## src/rtl/ym_arb_pkg.sv

```systemverilog
// Shared definitions for the 68k bus arbiter: FSM encoding, ACK-time winner ranks
// and the refresh backlog width.
package ym_arb_pkg;

    localparam int REF_PEND_W = 2;
    localparam logic [REF_PEND_W-1:0] REF_PEND_MAX = 2'd3;

    typedef enum logic [2:0] {
        ST_IDLE = 3'd0,
        ST_REQ  = 3'd1,
        ST_ACK  = 3'd2,
        ST_ZGNT = 3'd3,
        ST_DGNT = 3'd4,
        ST_REF  = 3'd5,
        ST_REL  = 3'd6
    } arb_state_e;

    // Winner classes in descending priority.
    typedef enum logic [2:0] {
        ARB_URGENT_REF = 3'd0,
        ARB_ALTERNATE  = 3'd1,
        ARB_DMA        = 3'd2,
        ARB_Z80        = 3'd3,
        ARB_REF        = 3'd4,
        ARB_NONE       = 3'd5
    } arb_pick_e;

    function automatic arb_pick_e arb_pick(input logic z_req, input logic d_req,
                                           input logic [REF_PEND_W-1:0] ref_pend);
        arb_pick_e p;
        if (ref_pend == REF_PEND_MAX) p = ARB_URGENT_REF;
        else if (z_req && d_req)      p = ARB_ALTERNATE;
        else if (d_req)               p = ARB_DMA;
        else if (z_req)               p = ARB_Z80;
        else if (ref_pend != '0)      p = ARB_REF;
        else                          p = ARB_NONE;
        return p;
    endfunction

endpackage

```

## src/rtl/ym_refresh_timer.sv

```systemverilog
// Free-running refresh period counter with a saturating backlog of pending slots
// and a sticky flag for slots dropped while the backlog was full.
module ym_refresh_timer
    import ym_arb_pkg::*;
#(
    parameter int REF_PERIOD = 128
) (
    input  logic                  MCLK,
    input  logic                  rst,
    input  logic                  ref_dec,
    output logic [REF_PEND_W-1:0] ref_pend,
    output logic                  ref_ovf
);

    localparam int CW = $clog2(REF_PERIOD);

    logic [CW-1:0]         cnt_q, cnt_d;
    logic [REF_PEND_W-1:0] pend_q, pend_d;
    logic                  ovf_q, ovf_d;
    logic                  wrap;

    always_comb begin
        wrap   = (cnt_q == CW'(REF_PERIOD - 1));
        cnt_d  = wrap ? '0 : cnt_q + 1'b1;
        pend_d = pend_q;
        ovf_d  = ovf_q;
        // A wrap coinciding with a completed slot cancels out.
        if (wrap && !ref_dec) begin
            if (pend_q == REF_PEND_MAX) ovf_d = 1'b1;
            else                        pend_d = pend_q + 1'b1;
        end else if (!wrap && ref_dec && pend_q != '0) begin
            pend_d = pend_q - 1'b1;
        end
    end

    always_ff @(posedge MCLK or posedge rst) begin
        if (rst) begin
            cnt_q  <= '0;
            pend_q <= '0;
            ovf_q  <= 1'b0;
        end else begin
            cnt_q  <= cnt_d;
            pend_q <= pend_d;
            ovf_q  <= ovf_d;
        end
    end

    assign ref_pend = pend_q;
    assign ref_ovf  = ovf_q;

endmodule

```

## src/rtl/ym_bus_arbiter.sv

```systemverilog
// Borrows the 68k bus via BR/BG/BGACK for the Z80 window, VDP DMA and refresh,
// one owner at a time, always handing the bus back to the 68k between owners.
module ym_bus_arbiter
    import ym_arb_pkg::*;
#(
    parameter int REF_PERIOD = 128,
    parameter int REF_LEN    = 4
) (
    input  logic                  MCLK,
    input  logic                  rst,
    input  logic                  z_req,
    input  logic                  z_done,
    input  logic                  d_req,
    input  logic                  d_done,
    input  logic                  bg_i,
    input  logic                  as_i,
    output logic                  br_o,
    output logic                  bgack_o,
    output logic                  z_gnt,
    output logic                  d_gnt,
    output logic                  ref_o,
    output logic [REF_PEND_W-1:0] ref_pend,
    output logic                  ref_ovf
);

    localparam int LW = (REF_LEN > 1) ? $clog2(REF_LEN) : 1;

    arb_state_e  state_q, state_d;
    logic        last_d_q, last_d_d;
    logic [LW-1:0] rlen_q, rlen_d;
    logic        br_q, br_d, bgack_q, bgack_d;
    logic        zg_q, zg_d, dg_q, dg_d, ref_q, ref_d;
    logic        ref_dec, any_req;

    ym_refresh_timer #(.REF_PERIOD(REF_PERIOD)) u_timer (
        .MCLK     (MCLK),
        .rst      (rst),
        .ref_dec  (ref_dec),
        .ref_pend (ref_pend),
        .ref_ovf  (ref_ovf)
    );

    always_comb begin
        any_req  = z_req | d_req | (ref_pend != '0);
        state_d  = state_q;
        last_d_d = last_d_q;
        rlen_d   = rlen_q;
        ref_dec  = 1'b0;
        case (state_q)
            ST_IDLE: if (any_req) state_d = ST_REQ;
            ST_REQ: begin
                if (bg_i && !as_i) state_d = ST_ACK;
                else if (!any_req) state_d = ST_IDLE;
            end
            ST_ACK: begin
                rlen_d = '0;
                case (arb_pick(z_req, d_req, ref_pend))
                    ARB_URGENT_REF, ARB_REF: state_d = ST_REF;
                    ARB_ALTERNATE:           state_d = last_d_q ? ST_ZGNT : ST_DGNT;
                    ARB_DMA:                 state_d = ST_DGNT;
                    ARB_Z80:                 state_d = ST_ZGNT;
                    default:                 state_d = ST_REL;
                endcase
            end
            ST_ZGNT: if (z_done || !z_req) begin
                state_d  = ST_REL;
                last_d_d = 1'b0;
            end
            ST_DGNT: if (d_done || !d_req) begin
                state_d  = ST_REL;
                last_d_d = 1'b1;
            end
            ST_REF: begin
                if (rlen_q == LW'(REF_LEN - 1)) begin
                    ref_dec = 1'b1;
                    state_d = ST_REL;
                end else begin
                    rlen_d = rlen_q + 1'b1;
                end
            end
            ST_REL:  state_d = ST_IDLE;
            default: state_d = ST_IDLE;
        endcase

        // Outputs are registered from the next state so they line up with state_q.
        br_d    = (state_d == ST_REQ);
        bgack_d = (state_d inside {ST_ACK, ST_ZGNT, ST_DGNT, ST_REF});
        zg_d    = (state_d == ST_ZGNT);
        dg_d    = (state_d == ST_DGNT);
        ref_d   = (state_d == ST_REF);
    end

    always_ff @(posedge MCLK or posedge rst) begin
        if (rst) begin
            state_q  <= ST_IDLE;
            last_d_q <= 1'b0;
            rlen_q   <= '0;
            br_q     <= 1'b0;
            bgack_q  <= 1'b0;
            zg_q     <= 1'b0;
            dg_q     <= 1'b0;
            ref_q    <= 1'b0;
        end else begin
            state_q  <= state_d;
            last_d_q <= last_d_d;
            rlen_q   <= rlen_d;
            br_q     <= br_d;
            bgack_q  <= bgack_d;
            zg_q     <= zg_d;
            dg_q     <= dg_d;
            ref_q    <= ref_d;
        end
    end

    assign br_o    = br_q;
    assign bgack_o = bgack_q;
    assign z_gnt   = zg_q;
    assign d_gnt   = dg_q;
    assign ref_o   = ref_q;

endmodule

```

## config.mk

```make
export PLATFORM = sky130hd
export DESIGN_NAME = ym_bus_arbiter
export DESIGN_NICKNAME = d
export VERILOG_FILES = /design/src/rtl/ym_arb_pkg.sv /design/src/rtl/ym_refresh_timer.sv /design/src/rtl/ym_bus_arbiter.sv
export SDC_FILE = /design/constraint.sdc
export NUM_CORES = 1
export LEC_CHECK = 0
export ABC_AREA = 0
export CAP_MARGIN = 20
export CORE_MARGIN = 2
export CORE_UTILIZATION = 47
export DETAILED_ROUTE_END_ITERATION = 8
export PLACE_DENSITY = 0.73
export SLEW_MARGIN = 20
export SYNTH_ARGS = -nofsm -noshare
export SYNTH_HDL_FRONTEND = slang
export SYNTH_SLANG_ARGS = --single-unit
```

## constraint.sdc

```tcl
create_clock -name MCLK -period 1.75 [get_ports MCLK]
set_clock_uncertainty 0.15 [all_clocks]
set_input_delay 0.35 -clock MCLK [delete_from_list [all_inputs] [get_ports MCLK]]
set_output_delay 0.35 -clock MCLK [all_outputs]
set_load 0.01 [all_outputs]
```

==> flow_metrics.py, run 1 <==
metrics = {
    "power_and_ir_drop": {
        "seqPwrFrac": 0.395,
        "p_int_mw": 1.13,
        "p_clk_frac": 0.135,
        "powerDensity_nw_per_um2": 1180,
        "ir_drop_mv": 1.09,
        "p_switching_mw": 0.659,
        "netSwitchingFraction": 0.369,
        "total_power_mw": 1.78,
        "p_leak_nw": 0.716,
        "combPwrFrac": 0.471,
    },
    "final_layout": {
        "areaGrowthSynthToFinish_pct": 38.0,
        "final_cells": 178,
        "diodes": 0,
        "n_fill_cell": 179,
        "layout-drive-gt1-share": 0.267,
        "fin_nets": 162,
        "final_area_um2": 1520,
    },
    "worst_setup_path": {
        "crit_required_ps": 1810,
        "crit_start": "u_timer.ref_pend[1]$_DFFE_PP0P_",
        "worst_setup_path_end_kind": "register",
        "r2r-start": "u_timer.ref_pend[1]$_DFFE_PP0P_",
        "reg2reg_depth": 6,
        "critPathArrivalTime_ps": 1900,
        "worstPathMaxFanout": 4,
        "start_kind": "register",
        "critical_path_class": "reg2reg",
    },
    "synth": {
        "syn_area_um2": 1100,
        "syn_area_per_cell_um2": 9.47,
        "synth.distinct_cells": 37,
        "synthCells": 116,
        "yosys_warnings": 0,
        "syn-num-nets": 127,
        "synth-seq-cells": 21,
        "yosysSeqAreaShare": 0.478,
    },
    "clock_network": {
        "clk_pin_slew_ps": 130,
        "worstSkewPairLatency_ps": 310,
        "cts_tree": "yes",
        "cts_root_buf": "clkbuf_4",
        "htree_num_levels": 1,
        "hold_buffers": 0,
        "numCtsBuffers": 3,
        "cts_buffer_depth": 2,
        "clock_sinks": 21,
    },
    "timing": {
        "setup_slack_ps": -96.1,
        "layout_min_cycle_time_ps": 1850,
        "hold_viol": 0,
        "timing.fmax_ghz": 0.542,
        "maxSlewViolCount": 0,
        "timing.hold.ws_ps": 212,
        "tightest_slew_ps": 335,
        "setup_viol_count_final": 4,
        "fin_crit_sh": 1.05,
        "relSlewSlack": 0.777,
        "rsz0062_at_grt": "yes",
    },
    "run": {
        "drv_cap": 0,
    },
    "min_path": {
        "min_path_type": "in2async",
    },
    "placement": {
        "gp_congestion": 0.790,
        "portBuffers": 15,
        "dp_hpwl_um": 1700,
        "pre_cts_ws_ps": -855,
        "dp.cells": 169,
        "place_area_um2": 1400,
    },
    "routing": {
        "first_pass_iters": 4,
        "viasPerCell": 5.38,
        "ant_nets": 0,
        "first_iter_violations": 26,
        "vias": 957,
        "drc_errors": 0,
        "wl_per_cell_um": 13.5,
        "wl_um": 2410,
    },
    "global_route": {
        "track_usage": 0.203,
        "antenna_found_initial": 0,
        "overflow": 0,
        "grt_pass1_wl_um": 4170,
        "grt_pass1_vias": 953,
        "grt_max_degree": 22,
    },
    "die": {
        "core_area_um2": 2210,
        "fp.dieH_um": 52.3,
        "die-area_um2": 2740,
        "die_x_um": 52.3,
        "num_rows": 17,
        "start_util": 0.497,
        "io_pins": 16,
    },
    "status": {
        "outcome": "finished with violations",
        "violations": "negative setup slack",
    },
}
==> power groups by stage <==
stage / logic [mW] / clock network [mW] / registers (mW)
floorplan: 0.453 / 0 / 0.664
global placement: 0.695 / 0 / 0.702
detailed placement: 0.720 / 0 / 0.709
CTS: 0.803 / 0.242 / 0.701
global route: 0.932 / 0.256 / 0.722
finish: 0.840 / 0.240 / 0.704
==> layout by cell type (no fill, tap or decap), drive strengths merged, types with 3 or more instances in the layout <==
master / instances
a21oi: 3
a221oi: 3
and3: 3
buf: 22
clkbuf: 3
clkdlybuf4s50: 10
dfrtp: 21
ha: 3
inv: 11
nand2: 9
nor2: 16
nor2b: 3
o21ai: 5
xnor2: 3
xor2: 3
==> cell type report <==
class | instances | area [µm²] | share of cell area
inverter | 11 | 56.3 | 0.0371
tap | 28 | 35.0 | 0.0231
clock inverter | 1 | 5.00 | 0.00330
timing repair buffer | 35 | 298 | 0.196
clock buffer | 3 | 22.5 | 0.0149
sequential | 21 | 526 | 0.347
multi-input combinational | 79 | 574 | 0.379
==> per-stage QoR <==
step / util / setup TNS, ps
final: 0.686 / -288
after global routing: 0.686 / -691
after CTS: 0.671 / -249
after detailed placement: 0.631 / -5800
after global placement: 0.631 / -5590
after floorplan: - / -174
==> worst paths after layout <==
check,end,slack [ps]
setup / recovery,d_gnt$_DFF_PP0_,-100
hold reg to reg,u_timer.cnt_q[0]$_DFF_PP0_,300
setup reg to reg,d_gnt$_DFF_PP0_,-100
max in group asynchronous,u_timer.cnt_q[2]$_DFF_PP0_,1030
hold / removal,rlen_q[0]$_DFFE_PP0P_,210
min in group MCLK,u_timer.cnt_q[0]$_DFF_PP0_,300
==> synthesized netlist by cell type <==
master | count | area, µm²
o31ai_1 | 1 | 7.51
a31oi_1 | 2 | 12.5
a22o_1 | 1 | 8.76
nand2_1 | 9 | 33.8
nand3_1 | 2 | 10.0
dfrtp_1 | 21 | 526
ha_1 | 3 | 37.5
clkbuf_1 | 2 | 7.51
nand4b_1 | 1 | 8.76
o21bai_1 | 2 | 15.0
and4_1 | 1 | 8.76
o311a_1 | 1 | 10.0
a2111o_1 | 1 | 11.3
or3_1 | 1 | 6.26
buf_4 | 1 | 7.51
a21oi_2 | 1 | 8.76
a21boi_1 | 2 | 15.0
a221oi_2 | 1 | 15.0
buf_6 | 1 | 11.3
nand4_1 | 1 | 6.26
nor3b_1 | 2 | 15.0
nor2_1 | 16 | 60.1
o211ai_1 | 2 | 15.0
o221a_1 | 1 | 11.3
xor2_1 | 3 | 26.3
xnor2_1 | 3 | 26.3
a221oi_1 | 2 | 17.5
or2_1 | 1 | 6.26
o21ai_0 | 5 | 25.0
nor2b_1 | 3 | 18.8
and3_1 | 3 | 18.8
a21oi_1 | 2 | 10.0
and2_1 | 2 | 12.5
nor3_1 | 2 | 10.0
nand2b_1 | 2 | 12.5
inv_1 | 11 | 41.3
buf_2 | 1 | 5.00
==> registers in the layout (all words and copies together) (netlist names) <==
register / flops
d_gnt: 1
ref_o: 1
rlen_q: 2
br_o: 1
bgack_o: 1
u_timer.ref_ovf: 1
last_d_q: 1
z_gnt: 1
u_timer.cnt_q: 7
state_q: 3
u_timer.ref_pend: 2
==> layer usage <==
layer  global-route usage  vias up  part of all wire
met5                    0        -                 0
met4               0.0513        0             0.017
met3               0.0371        4             0.023
met2                0.350       16              0.51
met1                0.261      474              0.45
li1                     -      463                 -
==> timing repair <==
action | in CTS | in global routing
pin swaps | 6 | 10
endpoints found under the hold margin | 0 | 0
endpoints found under the setup margin | 9 | 9
resized for setup | 16 | 9
buffers inserted | 4 | 1
==> worst max-delay path, cell delays in order, from the launching register on <==
cell and delay, ps:
dfrtp_1 420, buf_6 140, nor3_4 150, o221a_1 270, a21oi_2 50, o311a_1 410
and3_1 160
==> cells by family (layout without fill, tap and decap cells) <==
logic type,Yosys count,count (layout),share of synthesized area
flip-flops,21,21,0.478
XOR/XNOR,6,6,0.0478
adder cells (fa/ha/maj),3,3,0.0342
AND/OR/NAND/NOR,46,46,0.207
AO/OA/AOI/OAI,24,24,0.166
buffers and inverters,16,50,0.0661
No activity file was read; power rests on OpenSTA's default activity.
==> inputs of run 2 (changes only) <==
Settings changed: RECOVER_POWER from default to 25, REMOVE_ABC_BUFFERS from default to 1.
==> flow_metrics.py, run 2 (same netlist as run 1, synthesis figures left out) <==
metrics = {
    "clock_network": {
        "cts_buffer_depth": 2,
        "worstSkewPairLatency_ps": 310,
        "clk_pin_slew_ps": 120,
        "cts_tree": "yes",
        "htree_num_levels": 1,
        "hold_buffers": 0,
        "numCtsBuffers": 3,
        "clock_sinks": 21,
        "cts_root_buf": "clkbuf_4",
    },
    "timing": {
        "fin_crit_sh": 1.08,
        "timing.hold.ws_ps": 306,
        "maxSlewViolCount": 0,
        "hold_viol": 0,
        "setup_viol_count_final": 6,
        "timing.fmax_ghz": 0.530,
        "tightest_slew_ps": 532,
        "tns_ps": -357,
        "rsz0062_at_grt": "yes",
        "setup_slack_ps": -138,
        "layout_min_cycle_time_ps": 1890,
        "relSlewSlack": 0.646,
    },
    "worst_setup_path": {
        "reg2reg_slack_ps": -140,
        "rr_endpoint": "d_gnt$_DFF_PP0_",
        "worstPathMaxFanout": 4,
        "critical_path_class": "reg2reg",
        "reg2reg_depth": 6,
        "critPathSlowestCell": "dfrtp_1",
        "worst_setup_path_end_kind": "register",
        "crit_required_ps": 1810,
        "slowest_delay_ps": 430,
        "critPathArrivalTime_ps": 1950,
        "r2r-start": "u_timer.ref_pend[1]$_DFFE_PP0P_",
        "cp_cell_sequence": "buf_6, or2_1, a21oi_2, nor2_1, o311a_1, and3_1",
        "start_kind": "register",
    },
    "status": {
        "violations": "negative setup slack",
        "outcome": "finished with violations",
    },
    "routing": {
        "first_iter_violations": 21,
        "drc_errors": 0,
        "vias": 932,
        "wl_um": 2570,
        "wl_per_cell_um": 14.5,
        "ant_nets": 0,
        "viasPerCell": 5.27,
        "first_pass_iters": 4,
    },
    "final_layout": {
        "reg.largest.list": "u_timer.cnt_q x7, state_q x3",
        "mostFrequentLayoutCells": "dfrtp_1 (19), nor2_1 (16), buf_4 (13)",
        "fin_nets": 161,
        "largest_register_ffs": 7,
        "layout-drive-gt1-share": 0.275,
        "diodes": 0,
        "areaGrowthSynthToFinish_pct": 39.7,
        "top_register": "u_timer.cnt_q",
        "n_fill_cell": 163,
        "fin_util": 0.694,
        "layout_commonest_cell": "dfrtp_1",
        "final_cells": 177,
        "multi_input_area_um2": 593,
        "final_area_um2": 1540,
        "seqCellArea_um2": 528,
    },
    "placement": {
        "pre_cts_ws_ps": -774,
        "dp.cells": 166,
        "dp_hpwl_um": 1640,
        "gp_congestion": 0.819,
        "portBuffers": 15,
        "place_area_um2": 1340,
    },
    "min_path": {
        "whs_path_depth": 1,
        "min_from": "u_timer.cnt_q[0]$_DFF_PP0_",
        "min_to": "u_timer.cnt_q[0]$_DFF_PP0_",
        "min_path_type": "reg2reg",
    },
    "power_and_ir_drop": {
        "netSwitchingFraction": 0.369,
        "p_switching_mw": 0.657,
        "ir_drop_mv": 0.898,
        "p_int_mw": 1.12,
        "p_leak_nw": 0.702,
        "total_power_mw": 1.78,
        "powerDensity_nw_per_um2": 1160,
        "combPwrFrac": 0.468,
        "seqPwrFrac": 0.398,
        "p_clk_frac": 0.134,
    },
    "die": {
        "die-area_um2": 2740,
        "io_pins": 16,
        "fp.dieH_um": 52.3,
        "die_x_um": 52.3,
        "num_rows": 17,
        "core_area_um2": 2210,
        "start_util": 0.497,
    },
    "run": {
        "drv_cap": 0,
    },
    "global_route": {
        "overflow": 0,
        "track_usage": 0.214,
        "antenna_found_initial": 0,
        "grt_pass1_wl_um": 4180,
        "grt_pass1_vias": 900,
        "grt_max_degree": 22,
    },
}
## run 2: worst max-delay path by stage
stage                                    start               to  depth (start not counted)
2_1_floorplan                            z_req  d_gnt$_DFF_PP0_                          7
3_3_place_gp                             z_req  d_gnt$_DFF_PP0_                          8
3_5_place_dp                             z_req  d_gnt$_DFF_PP0_                          8
4_1_cts        u_timer.ref_pend[1]$_DFFE_PP0P_  d_gnt$_DFF_PP0_                          6
5_1_grt        u_timer.ref_pend[1]$_DFFE_PP0P_  d_gnt$_DFF_PP0_                          6
6_report       u_timer.ref_pend[1]$_DFFE_PP0P_  d_gnt$_DFF_PP0_                          6
## run 2: per-layer routing
layer / vias to the layer above / global-route usage / part of all wire
li1: 467 / - / -
met1: 443 / 0.272 / 0.45
met2: 17 / 0.352 / 0.50
met3: 5 / 0.0343 / 0.033
met4: 0 / 0.0983 / 0.016
met5: - / 0 / 0
## run 2: worst max-delay path, delay by kind of cell, from the launching register on
kind | cells | cell delay, ps
compound gates | 2 | 580
simple gates | 3 | 490
flops | 1 | 430
buf+inv | 1 | 140
## run 2: power groups by stage
stage | logic, mW | clock network (mW) | registers [mW]
final | 0.832 | 0.239 | 0.708
after global routing | 0.912 | 0.263 | 0.729
after CTS | 0.782 | 0.241 | 0.703
after detailed placement | 0.638 | 0 | 0.709
after global placement | 0.620 | 0 | 0.703
after floorplan | 0.373 | 0 | 0.717
## run 2: layout make-up
| class | count | share of cell area |
|---|---|---|
| sequential | 21 | 0.344 |
| clock inverter | 1 | 0.00326 |
| multi-input combinational | 79 | 0.386 |
| clock buffer | 3 | 0.0147 |
| inverter | 11 | 0.0269 |
| timing repair buffer | 34 | 0.202 |
| tap | 28 | 0.0228 |
## run 2: repair_timing
| action | 4_1_cts | 5_1_grt |
|---|---|---|
| buffers inserted | 7 | 0 |
| pin swaps | 9 | 3 |
| endpoints found under the setup margin | 9 | 10 |
| gates resized for setup | 24 | 8 |
